`config.mk`:
```
export PLATFORM = sky130hd
export DESIGN_NAME = halton_seq_gen
export DESIGN_NICKNAME = d
export VERILOG_FILES = /design/src/rtl/halton_seq_gen_pkg.sv /design/src/rtl/halton_seq_gen_digit_cnt.sv /design/src/rtl/halton_seq_gen.sv
export SDC_FILE = /design/constraint.sdc
export NUM_CORES = 1
export LEC_CHECK = 0
export CAP_MARGIN = 15
export CELL_PAD_IN_SITES_DETAIL_PLACEMENT = 1
export CELL_PAD_IN_SITES_GLOBAL_PLACEMENT = 2
export CORE_MARGIN = 4
export CORE_UTILIZATION = 33
export CTS_CLUSTER_SIZE = 16
export DETAILED_ROUTE_END_ITERATION = 8
export GPL_ROUTABILITY_DRIVEN = 1
export PLACE_DENSITY_LB_ADDON = 0.3
export SYNTH_ARGS = -nofsm -noshare
export SYNTH_HDL_FRONTEND = slang
export SYNTH_SLANG_ARGS = --single-unit
```
`constraint.sdc`:
```
create_clock -name clk -period 4.1 [get_ports clk]
set_input_delay 1.025 -clock clk [delete_from_list [all_inputs] [get_ports clk]]
set_output_delay 1.025 -clock clk [all_outputs]
set_load 0.005 [all_outputs]
```
`src/rtl/halton_seq_gen_pkg.sv`:
```
`default_nettype none
// +----------------------------------------------------------------------------+
// | halton_pkg                                                                 |
// | Constant-evaluable helpers for sizing the Halton sequence generator.       |
// | Revision: 1.0                                                              |
// +----------------------------------------------------------------------------+
package halton_pkg;

  function automatic int unsigned clog2(input longint unsigned v);
    int unsigned r;
    r = 0;
    for (int i = 0; i < 64; i++) begin
      if ((64'd1 << i) < v) r = i + 1;
    end
    return r;
  endfunction

  function automatic longint unsigned ipow(input longint unsigned b, input int unsigned e);
    longint unsigned r;
    r = 1;
    for (int unsigned i = 0; i < e; i++) begin
      r = r * b;
    end
    return r;
  endfunction

endpackage
`default_nettype wire

```
`src/rtl/halton_seq_gen_digit_cnt.sv`:
```
`default_nettype none
// +----------------------------------------------------------------------------+
// | halton_digit_cnt                                                           |
// | One mod-BASE digit of the cascaded index counter, with sanitising load.    |
// | Revision: 1.0                                                              |
// +----------------------------------------------------------------------------+
module halton_digit_cnt
  import halton_pkg::*;
#(
  parameter  int unsigned BASE    = 3,
  localparam int unsigned LOGBASE = clog2(BASE)
) (
  input  logic               clk,
  input  logic               rst,
  input  logic               load,
  input  logic [LOGBASE-1:0] ld_val,
  input  logic               cin,
  output logic               cout,
  output logic [LOGBASE-1:0] digit
);

  localparam logic [LOGBASE-1:0] c_MAX      = LOGBASE'(BASE - 1);
  localparam logic [LOGBASE:0]   c_BASE_EXT = (LOGBASE + 1)'(BASE);

  logic [LOGBASE-1:0] digit_q;
  logic [LOGBASE-1:0] digit_d;

  always_comb begin
    digit_d = digit_q;
    if (load) begin
      // Out-of-range seed digits would break the mod-BASE cycle, so they load as 0.
      digit_d = ({1'b0, ld_val} >= c_BASE_EXT) ? '0 : ld_val;
    end else if (cin) begin
      digit_d = (digit_q == c_MAX) ? '0 : digit_q + 1'b1;
    end
  end

  always_ff @(posedge clk or posedge rst) begin
    if (rst) begin
      digit_q <= '0;
    end else begin
      digit_q <= digit_d;
    end
  end

  assign cout  = cin & (digit_q == c_MAX);
  assign digit = digit_q;

endmodule
`default_nettype wire

```
`src/rtl/halton_seq_gen.sv`:
```
`default_nettype none
// +----------------------------------------------------------------------------+
// | halton_seq_gen                                                             |
// | Radical-inverse (Halton) sample generator over a base-BASE digit counter.  |
// | Revision: 1.0                                                              |
// +----------------------------------------------------------------------------+
module halton_seq_gen
  import halton_pkg::*;
#(
  parameter  int unsigned BASE    = 3,
  parameter  int unsigned DIGITS  = 4,
  localparam int unsigned LOGBASE = clog2(BASE),
  localparam int unsigned OUTW    = clog2(ipow(BASE, DIGITS)),
  localparam int unsigned SEEDW   = DIGITS * LOGBASE
) (
  input  logic             clk,
  input  logic             rst,
  input  logic             en,
  input  logic             load,
  input  logic [SEEDW-1:0] seed,
  output logic [OUTW-1:0]  out,
  output logic             out_valid,
  output logic             wrap
);

  logic [LOGBASE-1:0] w_digit [DIGITS];
  logic [OUTW-1:0]    w_term  [DIGITS];
  logic [DIGITS:0]    w_carry;
  logic [OUTW-1:0]    w_sum;
  logic               w_accept;

  logic [OUTW-1:0]    out_q,       out_d;
  logic               out_valid_q, out_valid_d;
  logic               wrap_q,      wrap_d;

  assign w_accept   = en & ~load;
  assign w_carry[0] = w_accept;

  generate
    for (genvar i = 0; i < DIGITS; i++) begin : g_digit
      // Digit i lands at weight BASE^(DIGITS-1-i): the digit-reversed index.
      localparam logic [OUTW-1:0] c_WEIGHT = OUTW'(ipow(BASE, DIGITS - 1 - i));

      halton_digit_cnt #(
        .BASE (BASE)
      ) u_digit (
        .clk    (clk),
        .rst    (rst),
        .load   (load),
        .ld_val (seed[i*LOGBASE +: LOGBASE]),
        .cin    (w_carry[i]),
        .cout   (w_carry[i+1]),
        .digit  (w_digit[i])
      );

      assign w_term[i] = OUTW'(w_digit[i]) * c_WEIGHT;
    end
  endgenerate

  always_comb begin
    w_sum = '0;
    for (int k = 0; k < DIGITS; k++) begin
      w_sum = w_sum + w_term[k];
    end
  end

  // Carry out of the top digit is exactly "last index of the period, accepted".
  always_comb begin
    out_d       = out_q;
    out_valid_d = w_accept;
    wrap_d      = 1'b0;
    if (w_accept) begin
      out_d  = w_sum;
      wrap_d = w_carry[DIGITS];
    end
  end

  always_ff @(posedge clk or posedge rst) begin
    if (rst) begin
      out_q       <= '0;
      out_valid_q <= 1'b0;
      wrap_q      <= 1'b0;
    end else begin
      out_q       <= out_d;
      out_valid_q <= out_valid_d;
      wrap_q      <= wrap_d;
    end
  end

  assign out       = out_q;
  assign out_valid = out_valid_q;
  assign wrap      = wrap_q;

endmodule
`default_nettype wire

```
==> results.cfg <==
[layout]
diodes = 0
fill_cells = 430
drive_gt1_share_pct = 4.698
layout_commonest_cell = clkdlybuf4s50_1
area_delta_synth_final_pct = 22.79
multiInputGateArea_sq_um = 792.0
fin_util_pct = 42.63
nets = 185
regArea_sq_um = 425.4
final_cell_mix = 20 x clkdlybuf4s50_1, 17 x dfrtp_1, 16 x ha_1, 14 x nand2_1, 14 x inv_1

[synth]
synth_area_per_cell_sq_um = 10.16
ys_seq_elements = 17
yosys.area.top_type_share_pct = 32.98
syn-cell-area_sq_um = 1290
synth_area_leaders = dfrtp_1 33%, ha_1 16%, fa_1 11%, mux2i_1 5.4%, inv_1 4.1%
syn-instance-count = 127
synthDistinctLibCells = 32
syn-num-nets = 162
ys_seq_area_share_pct = 32.98
yosys.area.top_type = dfrtp_1
yosysWarningCount = 0

[floorplanning]
die_w_microns = 70.52
num_io_pins = 21
core-area_sq_um = 3716
die-area_sq_um = 4973
die_h_microns = 70.52
start_util_pct = 34.71
rows = 22

[setup_path]
critPathSlowestCell = fa_1
cp-start-kind = register
end_kind = register
cpMostUsedCell = fa_1
slowest_delay_ns = 0.53
cp.required_ns = 4.26
critPathTopFamily = adder cells
cp_data_arrival_time_ns = 3.38
reg2reg_to = out[5]
r2r_cells = 10
rr_startpoint = g_digit[0].u_digit.digit[0]
crit_path_cell_trace = fa_1, fa_1, fa_1, ha_1, inv_1, fa_1, nor2b_1, o21a_1, nor3_1, o31ai_1
crit_buf_inv = 1
setup.worst_path.class = reg2reg
reg2reg_setup_slack_ns = 0.88
crit_fanout = 8

[detailed_routing]
postRouteAntennaNets = 0
dr.pass1.iters = 2
wl_per_cell_microns = 13.97
wirelength_microns = 2753
routed_via_density = 4.934
vias = 972
route.detailed.drc = 0
drt_iter0_drc = 22

[clock_network]
cts_setup_buffers = 0
clk-insertion-delay-late_ns = 0.25
path_clk_slew_ns = 0.07
cts_sinks = 17
post_cts_resized = 0
cts_tree = done
ctsLongestPathBuffers = 2
cts-htree-levels = 1
hold_buffers = 0
clock-root-buffer = clkbuf_8
cts_made_buffers = 3

[grt]
use_met2_pct = 20.89
busiest_layer = met2
grt_pass1_wl_microns = 4926
met1_usage_pct = 15.45
grt_usage_pct = 12.32
met3_usage_pct = 2.590
grt_antenna_before_repair = 0
grt_max_degree = 19
grt_pass1_vias = 1088
grt_overflow_total = 0

[worst_hold_path]
hp-class = reg2reg
hold_start = out[0]
whs_path_depth = 2
min_to = out[0]

[status]
status = finished clean

[place]
buffer_ports.inserted = 20
gp_congestion = 0.7980
dp_hpwl_microns = 2266

[sta]
setup_tns_ns = 0
slew_violations = 0
relSlewSlack_pct = 54.11
setup_viol = 0
max_freq_mhz = 310.3
grt_setup_unrepaired = no
finalCritPeriodShare_pct = 78.60
period_needed_ns = 3.223
skew_ns = 0.001436
tightest_slew_ns = 0.6877
hold_viol_final = 0

[power]
power.density_nw_per_um2 = 392.1
leakagePower_nw = 0.7464
ir_drop_mv = 0.1273

[run]
cap_violations = 0
[per-layer routing]
metal	wire length [microns]	up-vias
li1	-	473
met1	1263	477
met2	1364	18
met3	92	4
met4	33	0
met5	0	-
[tightest hold or removal path, stage by stage, from the launching register on]
cell and delay, ns:
dfrtp_1 0.35, nand2_1 0.05, nand2_1 0.05
[per-stage QoR]
stage / std cells / setup slack, ns / total power, mW / cell area (sq um) / hold WS, ns
2_1_floorplan: 127 / 1.094 / 0.3814 / 1290 / 0.4698
3_3_place_gp: 193 / 0.9956 / 0.4844 / 1538 / 0.4570
3_5_place_dp: 193 / 0.8586 / 0.4975 / 1538 / 0.4705
4_1_cts: 197 / 0.8446 / 0.6333 / 1584 / 0.4870
5_1_grt: 197 / 0.7153 / 0.6812 / 1584 / 0.5196
6_report: 197 / 0.8772 / 0.6211 / 1584 / 0.4807
[cell usage after synthesis]
master     n
o21a_1     2
a21o_1     1
and2_0     1
o31ai_1    1
xnor2_1    1
xor2_1     1
fa_1       7
ha_1      16
and4b_1    1
nor3b_1    1
dfrtp_1   17
and2_1     1
nand3b_1   5
nor3_1     2
inv_1     14
o21ai_1    2
nand3b_4   1
nand2b_1   2
mux2i_1    7
nor2_1     4
clkbuf_1   1
or3b_1     1
nand3_1    2
nand2_1   14
nor2b_1    3
o22ai_1    3
a21oi_1    5
buf_2      1
buf_6      1
nor4_4     1
a221oi_1   1
o21ai_0    7
[registers in the layout, summed over array words and instances, names as in the netlist]
register / count
wrap: 1
out_valid: 1
out: 7
g_digit.u_digit.digit: 8
[layout make-up]
type / instances / share of cell area (%)
clock buffer: 3 / 2.607
clock inverter: 1 / 0.3160
inverter: 14 / 3.318
multi-input combinational: 93 / 50.00
sequential: 17 / 26.86
tap: 48 / 3.791
timing repair buffer: 21 / 13.11
[kinds of logic after synthesis]
kind of cell             count (synthesis)  share of synthesized area, %
multiplexers                             7                         5.432
XOR/XNOR                                 2                         1.358
buffers and inverters                   17                         5.625
AND/OR/NAND/NOR                         39                         18.33
adder cells (fa/ha/maj)                 23                         26.38
flip-flops                              17                         32.98
AO/OA/AOI/OAI                           22                         9.893
[how the worst max path moves through the flow]
stage / start / end / cells after the start
6_report: g_digit[0].u_digit.digit[0] / out[5] / 10
5_1_grt: g_digit[0].u_digit.digit[0] / out[5] / 10
4_1_cts: g_digit[0].u_digit.digit[0] / out[5] / 10
3_5_place_dp: g_digit[0].u_digit.digit[0] / out[5] / 10
3_3_place_gp: g_digit[0].u_digit.digit[0] / out[5] / 10
2_1_floorplan: g_digit[0].u_digit.digit[0] / out[5] / 10
[report_power, final]
part | leakage (nW) | total [mW] | internal, mW | switching, mW
Clock | 0.0255 | 0.132 | 0.0676 | 0.0644
Sequential | 0.219 | 0.232 | 0.203 | 0.0293
Combinational | 0.502 | 0.257 | 0.139 | 0.118
Total | 0.746 | 0.621 | 0.409 | 0.212
(Power assumes the default switching activity.)
